--- config.mk ---
export PLATFORM = sky130hd
export DESIGN_NAME = regfile_mp_flat
export DESIGN_NICKNAME = d
export VERILOG_FILES = /design/src/rtl/regfile_mp_if.sv /design/src/rtl/regfile_mp.sv /design/src/flat_wrapper.sv
export SDC_FILE = /design/constraint.sdc
export NUM_CORES = 1
export LEC_CHECK = 0
export ABC_AREA = 1
export BUFFER_PORTS_ARGS = -buffer_cell sky130_fd_sc_hd__buf_2
export CAP_MARGIN = 20
export CORE_ASPECT_RATIO = 1.75
export CORE_UTILIZATION = 33
export CTS_CLUSTER_DIAMETER = 50
export CTS_CLUSTER_SIZE = 8
export DETAILED_ROUTE_END_ITERATION = 12
export GPL_ROUTABILITY_DRIVEN = 0
export MAX_ROUTING_LAYER = met4
export PLACE_DENSITY_LB_ADDON = 0.08
export SLEW_MARGIN = 30
export SYNTH_ARGS = -nofsm -noshare
export SYNTH_HDL_FRONTEND = slang
export SYNTH_SLANG_ARGS = --single-unit
--- constraint.sdc ---
create_clock -name clk -period 6.4 [get_ports clk]
set_clock_uncertainty 0.1 [all_clocks]
set_input_delay 1.6 -clock clk [delete_from_list [all_inputs] [get_ports clk]]
set_output_delay 1.6 -clock clk [all_outputs]
set_load 0.01 [all_outputs]
--- src/rtl/regfile_mp_if.sv ---
`default_nettype none
// +----------------------------------------------------------------------------+
// | regfile_mp_if                                                                |
// | Write, read-port and clear bundle for the multi-port register file.         |
// | Revision: 1.0                                                               |
// +----------------------------------------------------------------------------+
interface regfile_mp_if #(
  parameter int DATA_W = 8,
  parameter int DEPTH  = 16,
  parameter int NRD    = 2
);
  localparam int ADDR_W = $clog2(DEPTH);

  logic                    wr_en;
  logic [ADDR_W-1:0]       wr_addr;
  logic [DATA_W-1:0]       wr_data;
  logic [DATA_W/8-1:0]     wr_be;
  logic [NRD-1:0]          rd_en;
  logic [NRD*ADDR_W-1:0]   rd_addr;
  logic [NRD*DATA_W-1:0]   rd_data;
  logic [NRD-1:0]          rd_valid;
  logic                    clr;
  logic                    busy;

  modport master (
    output wr_en, wr_addr, wr_data, wr_be, rd_en, rd_addr, clr,
    input  rd_data, rd_valid, busy
  );

  modport slave (
    input  wr_en, wr_addr, wr_data, wr_be, rd_en, rd_addr, clr,
    output rd_data, rd_valid, busy
  );
endinterface
`default_nettype wire

--- src/rtl/regfile_mp.sv ---
`default_nettype none
// +----------------------------------------------------------------------------+
// | regfile_mp                                                                   |
// | Byte-masked register file with NRD registered read ports and clear sweep.   |
// | Revision: 1.0                                                               |
// +----------------------------------------------------------------------------+
module regfile_mp #(
  parameter int DATA_W         = 8,
  parameter int DEPTH          = 16,
  parameter int ADDR_W         = $clog2(DEPTH),
  parameter int NRD            = 2,
  parameter int RD_MODE        = 0,
  parameter int CLEAR_ON_RESET = 1
) (
  input  logic          clk,
  input  logic          rst_n,
  regfile_mp_if.slave   bus
);

  localparam int NBYTES = DATA_W / 8;

  typedef enum logic [0:0] {
    S_IDLE  = 1'b0,
    S_CLEAR = 1'b1
  } state_t;

  localparam state_t     c_RST_STATE = (CLEAR_ON_RESET != 0) ? S_CLEAR : S_IDLE;
  localparam logic [7:0] c_LAST      = 8'(DEPTH - 1);

  state_t                r_state, w_state_nxt;
  logic [7:0]            r_clr_cnt, w_clr_cnt_nxt;
  logic                  w_busy;
  logic [DATA_W-1:0]     r_mem [DEPTH];
  logic                  w_wr_in_range;
  logic [DATA_W-1:0]     w_wr_old, w_wr_merged;
  logic [ADDR_W-1:0]     w_rd_addr [NRD];
  logic [NRD*DATA_W-1:0] r_rd_data, w_rd_data_nxt;
  logic [NRD-1:0]        r_rd_valid, w_rd_valid_nxt;

  assign w_busy       = (r_state == S_CLEAR);
  assign bus.busy     = w_busy;
  assign bus.rd_data  = r_rd_data;
  assign bus.rd_valid = r_rd_valid;

  generate
    for (genvar p = 0; p < NRD; p++) begin : g_rd_addr
      assign w_rd_addr[p] = bus.rd_addr[p*ADDR_W +: ADDR_W];
    end
  endgenerate

  always_ff @(posedge clk or negedge rst_n) begin
    if (!rst_n) begin
      r_state   <= c_RST_STATE;
      r_clr_cnt <= '0;
    end else begin
      r_state   <= w_state_nxt;
      r_clr_cnt <= w_clr_cnt_nxt;
    end
  end

  always_comb begin
    w_state_nxt   = r_state;
    w_clr_cnt_nxt = r_clr_cnt;
    case (r_state)
      S_IDLE: begin
        if (bus.clr) w_state_nxt = S_CLEAR;
      end
      S_CLEAR: begin
        if (r_clr_cnt == c_LAST) begin
          w_state_nxt   = S_IDLE;
          w_clr_cnt_nxt = '0;
        end else begin
          w_clr_cnt_nxt = r_clr_cnt + 8'd1;
        end
      end
      default: w_state_nxt = S_IDLE;
    endcase
  end

  // Merged word serves both the array update and the write-first bypass.
  always_comb begin
    w_wr_in_range = (32'(bus.wr_addr) < 32'(DEPTH));
    w_wr_old      = w_wr_in_range ? r_mem[bus.wr_addr] : '0;
    w_wr_merged   = w_wr_old;
    for (int b = 0; b < NBYTES; b++) begin
      if (bus.wr_be[b]) w_wr_merged[8*b +: 8] = bus.wr_data[8*b +: 8];
    end
  end

  always_ff @(posedge clk) begin
    if (w_busy) begin
      r_mem[r_clr_cnt[ADDR_W-1:0]] <= '0;
    end else if (bus.wr_en && w_wr_in_range) begin
      r_mem[bus.wr_addr] <= w_wr_merged;
    end
  end

  always_comb begin
    w_rd_data_nxt  = r_rd_data;
    w_rd_valid_nxt = '0;
    for (int p = 0; p < NRD; p++) begin
      if (!w_busy && bus.rd_en[p]) begin
        w_rd_valid_nxt[p] = 1'b1;
        if (32'(w_rd_addr[p]) >= 32'(DEPTH)) begin
          w_rd_data_nxt[p*DATA_W +: DATA_W] = '0;
        end else if (RD_MODE == 1 && bus.wr_en && bus.wr_addr == w_rd_addr[p]) begin
          w_rd_data_nxt[p*DATA_W +: DATA_W] = w_wr_merged;
        end else begin
          w_rd_data_nxt[p*DATA_W +: DATA_W] = r_mem[w_rd_addr[p]];
        end
      end
    end
  end

  always_ff @(posedge clk or negedge rst_n) begin
    if (!rst_n) begin
      r_rd_data  <= '0;
      r_rd_valid <= '0;
    end else begin
      r_rd_data  <= w_rd_data_nxt;
      r_rd_valid <= w_rd_valid_nxt;
    end
  end

endmodule
`default_nettype wire

--- src/flat_wrapper.sv ---
// flat-port wrapper written by rule: the top's interface ports become plain ports
module regfile_mp_flat 
#(
  parameter int DATA_W         = 8,
  parameter int DEPTH          = 16,
  parameter int ADDR_W         = $clog2(DEPTH),
  parameter int NRD            = 2,
  parameter int RD_MODE        = 0,
  parameter int CLEAR_ON_RESET = 1
)
  (clk, rst_n, bus_wr_en, bus_wr_addr, bus_wr_data, bus_wr_be, bus_rd_en, bus_rd_addr, bus_clr, bus_rd_data, bus_rd_valid, bus_busy);
  regfile_mp_if #(.DATA_W(DATA_W), .DEPTH(DEPTH), .NRD(NRD)) bus_i ();
  input  logic clk;
  input  logic rst_n;
  input wire logic [$bits(bus_i.wr_en)-1:0] bus_wr_en;
  input wire logic [$bits(bus_i.wr_addr)-1:0] bus_wr_addr;
  input wire logic [$bits(bus_i.wr_data)-1:0] bus_wr_data;
  input wire logic [$bits(bus_i.wr_be)-1:0] bus_wr_be;
  input wire logic [$bits(bus_i.rd_en)-1:0] bus_rd_en;
  input wire logic [$bits(bus_i.rd_addr)-1:0] bus_rd_addr;
  input wire logic [$bits(bus_i.clr)-1:0] bus_clr;
  output wire logic [$bits(bus_i.rd_data)-1:0] bus_rd_data;
  output wire logic [$bits(bus_i.rd_valid)-1:0] bus_rd_valid;
  output wire logic [$bits(bus_i.busy)-1:0] bus_busy;
  assign bus_i.wr_en = bus_wr_en;
  assign bus_i.wr_addr = bus_wr_addr;
  assign bus_i.wr_data = bus_wr_data;
  assign bus_i.wr_be = bus_wr_be;
  assign bus_i.rd_en = bus_rd_en;
  assign bus_i.rd_addr = bus_rd_addr;
  assign bus_i.clr = bus_clr;
  assign bus_rd_data = bus_i.rd_data;
  assign bus_rd_valid = bus_i.rd_valid;
  assign bus_busy = bus_i.busy;
  regfile_mp #(.DATA_W(DATA_W), .DEPTH(DEPTH), .ADDR_W(ADDR_W), .NRD(NRD), .RD_MODE(RD_MODE), .CLEAR_ON_RESET(CLEAR_ON_RESET)) u_core (.clk(clk), .rst_n(rst_n), .bus(bus_i));
endmodule
==> impl_metrics.json, run 1 <==
{
  "io_pins": 46,
  "antenna_found_initial": 0,
  "rows": 74,
  "crit_path_max_fanout": 51,
  "clk_pin_slew_worst_paths_ns": 0.06,
  "yosys_warnings": 0,
  "fin_tns_setup_ns": 0,
  "syn_inst": 894,
  "hold_class": "flip-flop to flip-flop",
  "maxCapViolCount": 0,
  "dp.cells": 1207,
  "post-route-worst-setup-slack_ns": 2.95,
  "syn2layout_area_growth_pct": 12.6,
  "die_w_um": 118,
  "ys_seq_area_share_pct": 58.2,
  "final-setup-viol-count": 0,
  "die-area_um2": 24200,
  "fmax_mhz": 290,
  "grt_use_total_pct": 23.6,
  "grt_pass1_wl_mm": 39.3,
  "diodes": 0,
  "syn_avg_cell_area_um2": 8.69,
  "cts_hold_buffers": 0,
  "slew_headroom_pct": 35.8,
  "core_area_um2": 23200,
  "clock_path_buffers": 2,
  "synthArstFlopShare_pct": 17.4,
  "synth.cell_area_um2": 7770,
  "cts.sinks": 155,
  "cp_data_arrival_time_ns": 3.72,
  "holdPathEnd": "u_core.bus.rd_data[11]$_DFFE_PN0P_",
  "status": "finished clean",
  "num-fill-cells": 2347,
  "worst_r2r_endpoint": "u_core.r_mem[3][6]$_DFFE_PP_",
  "holdPathStages": 2,
  "final-hold-violation-count": 0,
  "ant_nets": 0,
  "rsz0062_at_grt": "no",
  "wl_per_cell_um": 21.4,
  "rrSetupSlack_ns": 3.55,
  "first_global_vias": 6189,
  "instances_no_fill": 1239,
  "dr.pass1.iters": 6,
  "drtIter0Drc": 549,
  "io_buffers": 45,
  "worstSetupPathType": "input pin to flip-flop",
  "synth_fp_nets": 922,
  "vias": 6346,
  "final_common_cell": "nand2_1",
  "post-route-period-util_pct": 54.0,
  "crit_path_end_kind": "flip-flop",
  "drive_gt1_share_pct": 11.4,
  "hpwl_mm": 17.6,
  "leakagePower_uw": 0.00377,
  "nets": 950,
  "peakVddDrop_mv": 0.155,
  "synth-edff-count": 128,
  "die_h_um": 205,
  "rr_worst_depth": 6,
  "start_util_pct": 33.4,
  "required_ns": 6.67,
  "grt_max_degree": 52,
  "cts_resized": 0,
  "gr-total-overflow": 0,
  "viasPerCell": 5.12,
  "hold_path_startpoint": "u_core.bus.rd_data[11]$_DFFE_PN0P_",
  "synth_seq_cells": 155,
  "numCtsBuffers": 17,
  "post-place-ws_ns": 2.51,
  "p_per_area_nw_per_um2": 354,
  "ctsRootBufferMaster": "clkbuf_16",
  "worst_setup_path_start_kind": "input pin",
  "htree_num_levels": 4,
  "tightest_slew_ns": 0.960,
  "slew_violations": 0,
  "post_cts.repair.setup_buffers": 0,
  "cts_tree": "built",
  "r2r_start": "u_core.bus.busy$_DFF_PN1_",
  "layout_common_cells": "nand2_1 (403), nand3_1 (201), edfxtp_1 (128)",
  "drc_errors": 0,
  "finalWirelength_mm": 26.5,
  "insertion_delay_ns": 0.43,
  "fin_util_pct": 37.6,
  "fin_crit_ns": 3.45,
  "synth_ff_type": "edfxtp_1",
  "synth_cell_types": 26
}
## per-stage QoR
step	power [uW]	cell area, um2	hold slack [ns]
6_report	3100	8750	0.371
5_1_grt	3260	8750	0.398
4_1_cts	3130	8750	0.376
3_5_place_dp	2170	8190	0.359
3_3_place_gp	2160	8170	0.360
2_1_floorplan	1860	7770	0.367
## where the power goes
| part | switching [uW] | leakage [uW] | internal, uW |
|---|---|---|---|
| Sequential | 109 | 0.00155 | 1320 |
| Clock | 396 | 0.000279 | 561 |
| Combinational | 510 | 0.00194 | 196 |
## sequential cells by signal, summed over array words and instances, names as in the netlist
register	cells
u_core.r_clr_cnt	8
u_core.bus.busy	1
u_core.bus.rd_data	16
u_core.bus.rd_valid	2
u_core.r_mem	128
## how the worst max path moves through the flow
stage	startpoint	to	slack [ns]	depth (start not counted)
4_1_cts	bus_wr_be	u_core.r_mem[7][1]$_DFFE_PP_	2.96	5
3_3_place_gp	bus_wr_be	u_core.r_mem[11][2]$_DFFE_PP_	2.32	7
5_1_grt	bus_rd_addr[4]	u_core.bus.rd_data[10]$_DFFE_PN0P_	2.82	11
3_5_place_dp	bus_wr_be	u_core.r_mem[7][6]$_DFFE_PP_	2.51	5
6_report	bus_rd_addr[4]	u_core.bus.rd_data[12]$_DFFE_PN0P_	2.95	11
2_1_floorplan	bus_wr_be	u_core.r_mem[10][0]$_DFFE_PP_	3.20	7
## Yosys cell counts (5+ instances only)
| master | instances | share of area, % |
|---|---|---|
| nand2_1 | 403 | 19 |
| nand3_1 | 201 | 13 |
| edfxtp_1 | 128 | 49 |
| inv_1 | 30 | 1.4 |
| dfrtp_1 | 26 | 8.4 |
| buf_2 | 24 | 1.5 |
| nor2_1 | 23 | 1.1 |
| buf_4 | 14 | 1.4 |
| buf_6 | 7 | 1.0 |
| nor3_1 | 5 | 0.32 |
| o21ai_0 | 5 | 0.32 |
## worst max-delay path: stages
cell	delay (ns)
buf_2	0.28
inv_2	0.31
buf_4	0.61
nand2_1	0.12
nand3_1	0.10
nand3_1	0.19
nand2_1	0.21
nand2_1	0.06
nand2_1	0.09
nand2_1	0.06
nand2_1	0.05
## final cells by class
cell class / instances / area, um2 / area share (%)
repair buffers: 59 / 330 / 3.78
well taps: 304 / 380 / 4.35
clock inverters: 6 / 35.0 / 0.400
multi-input cells: 653 / 2820 / 32.3
inverters: 36 / 138 / 1.57
flip-flops and latches: 155 / 4520 / 51.7
clock buffers: 26 / 522 / 5.96
## cell families after synthesis
group	count (synthesis)	synth area share (%)
xor+xnor	3	0.338
flops	155	58.2
compound gates	10	0.805
buf+inv	86	5.93
simple gates	639	34.6
fa+ha+maj	1	0.161
## metal layers
layer / wire length (um) / GRT usage (%)
met5: 0 / -
met4: 1040 / 11.5
met3: 1070 / 3.26
met2: 14200 / 42.5
met1: 10100 / 25.2
Note: power is estimated with default switching activity, not from simulation.
==> inputs of run 2 (changes only) <==
==> constraint.sdc (replaced) <==
create_clock -name clk -period 3.2 [get_ports clk]
set_clock_uncertainty 0.1 [all_clocks]
set_input_delay 0.8 -clock clk [delete_from_list [all_inputs] [get_ports clk]]
set_output_delay 0.8 -clock clk [all_outputs]
set_load 0.01 [all_outputs]
==> run 2 against run 1 <==
  * Clock power increased by 120%
  * Non-clock buffer count increased by 16
  * Routed wire length decreased by 2.1%
  * Cell area increased by 2.6%
  * Cell count increased by 1.3%
  * Flip-flop and latch count unchanged
  * Critical path depth decreased by 4
  * Combinational power increased by 110%
  * Sequential power increased by 99%
  * Count of clock-buffer cells in the layout decreased by 9
  * Via count decreased by 0.47%
  * Global-route usage decreased by 0.42 points
  * Critical path type is now flip-flop to flip-flop
  * Critical endpoint is now u_core.r_mem[1][5]$_DFFE_PP_
  * Largest cell class unchanged
==> impl_metrics.json, run 2 (synthesis gave the netlist of run 1 again) <==
{
  "status": "finished clean",
  "fmax_mhz": 440,
  "syn2layout_area_growth_pct": 15.5,
  "slew_headroom_pct": 53.2,
  "post-route-period-util_pct": 71.0,
  "layout_common_cells": "nand2_1 (403), nand3_1 (201), edfxtp_1 (128)",
  "cts_hold_buffers": 0,
  "drc_errors": 0,
  "final_common_cell": "nand2_1",
  "diodes": 0,
  "cts.sinks": 155,
  "clock_path_buffers": 2,
  "ant_nets": 0,
  "io_buffers": 45,
  "tightest_slew_ns": 0.699,
  "critPathMaxStageDelay_ns": 0.55,
  "ctsRootBufferMaster": "clkbuf_16",
  "core_area_um2": 23200,
  "regMostFlops": "u_core.r_mem",
  "num-fill-cells": 2355,
  "drive_gt1_share_pct": 12.5,
  "final-setup-viol-count": 0,
  "r2r_start": "u_core.bus.busy$_DFF_PN1_",
  "peakVddDrop_mv": 0.347,
  "hold_class": "input pin to async pin",
  "leakagePower_uw": 0.00389,
  "htree_num_levels": 4,
  "path_cells": "inv_4 > nand3_4 > nand2_1 > o21ai_2 > inv_1 > nand3_1 > nor2_1",
  "final-hold-violation-count": 0,
  "post-place-ws_ns": 0.356,
  "worstSetupPathType": "flip-flop to flip-flop",
  "antenna_found_initial": 0,
  "viasPerCell": 5.03,
  "rr_worst_depth": 7,
  "grt_max_degree": 65,
  "cts_tree": "built",
  "crit_start": "u_core.bus.busy$_DFF_PN1_",
  "maxCapViolCount": 0,
  "instances_no_fill": 1255,
  "rrSetupSlack_ns": 0.93,
  "first_global_vias": 6243,
  "fin_crit_ns": 2.27,
  "dp.cells": 1223,
  "rows": 74,
  "post-route-worst-setup-slack_ns": 0.928,
  "die_h_um": 205,
  "die_w_um": 118,
  "grt_use_total_pct": 23.1,
  "largest_reg_flops": 128,
  "fin_tns_setup_ns": 0,
  "post_cts.repair.setup_buffers": 0,
  "required_ns": 3.18,
  "place_area_um2": 8340,
  "start_util_pct": 33.4,
  "hpwl_mm": 17.8,
  "die-area_um2": 24200,
  "crit_path_max_fanout": 17,
  "io_pins": 46,
  "nets": 966,
  "power_uw": 6440,
  "crit_path_top_delay_cell": "nor2_1",
  "p_per_area_nw_per_um2": 717,
  "drtIter0Drc": 529,
  "crit_path_end_kind": "flip-flop",
  "slew_violations": 0,
  "design_area_um2": 8980,
  "numCtsBuffers": 17,
  "insertion_delay_ns": 0.45,
  "cts_resized": 0,
  "wl_per_cell_um": 20.7,
  "dr.pass1.iters": 6,
  "crit_path_end": "u_core.r_mem[1][5]$_DFFE_PP_",
  "finalWirelength_mm": 25.9,
  "vias": 6316,
  "grt_pass1_wl_mm": 38.1,
  "worst_r2r_endpoint": "u_core.r_mem[1][5]$_DFFE_PP_",
  "rsz0062_at_grt": "no",
  "cp_data_arrival_time_ns": 2.25,
  "gr-total-overflow": 0,
  "clk_pin_slew_worst_paths_ns": 0.06,
  "worst_setup_path_start_kind": "flip-flop"
}
run 2: changes by cell type in the layout (fill, tap and decap cells not counted), moves of 3 or more:
cell / change
buf_4: +11
bufinv_16: +4
buf_12: +5
clkinv_2: -3
clkbuf_1: -5
clkinvlp_4: +3
nor2_2: -5
clkinv_4: +3
nor2_1: +5
run 2: through the flow:
step / hold slack (ns) / utilization [%]
3_5_place_dp: 0.363 / 35.9
3_3_place_gp: 0.359 / 35.9
5_1_grt: 0.337 / 38.6
4_1_cts: 0.301 / 38.6
2_1_floorplan: 0.367 / -
6_report: 0.296 / 38.6
run 2: worst min-delay path by stage:
stage	end	startpoint	slack [ns]	cells after the start
after global placement	u_core.bus.rd_data[4]$_DFFE_PN0P_	u_core.bus.rd_data[4]$_DFFE_PN0P_	0.36	2
after detailed placement	u_core.bus.rd_data[3]$_DFFE_PN0P_	u_core.bus.rd_data[3]$_DFFE_PN0P_	0.36	2
after floorplan	u_core.r_clr_cnt[0]$_DFFE_PN0P_	u_core.r_clr_cnt[0]$_DFFE_PN0P_	0.37	1
after CTS	u_core.bus.rd_data[10]$_DFFE_PN0P_	rst_n	0.30	1
final	u_core.bus.rd_data[10]$_DFFE_PN0P_	rst_n	0.30	1
after global routing	u_core.bus.rd_data[10]$_DFFE_PN0P_	rst_n	0.34	1
run 2: area by class of cell:
cell class	count	area [um2]	area share, %
clock buffers	17	425	4.74
clock inverters	15	199	2.22
inverters	36	138	1.53
multi-input cells	653	2800	31.2
flip-flops and latches	155	4520	50.4
well taps	304	380	4.24
repair buffers	75	513	5.72
run 2: where the power goes:
group	internal [uW]	switching, uW	leakage, uW
registers	2640	199	0.00155
clock network	1300	817	0.000295
logic	456	1020	0.00205
total	4400	2040	0.00389
run 2: critical path, delay by kind of cell, from the launching register on:
| kind | cells | cell delay [ns] |
|---|---|---|
| simple gates | 4 | 1.06 |
| flops | 1 | 0.38 |
| buf+inv | 2 | 0.28 |
| compound gates | 1 | 0.10 |
run 2: metal layers:
metal	wire [um]	GRT usage [%]	part of all wire, %	vias up
li1	-	-	-	3059
met1	9400	23.0	36	2937
met5	0	-	0	-
met2	13300	39.0	51	236
met3	941	3.26	3.6	84
met4	2270	21.6	8.7	0
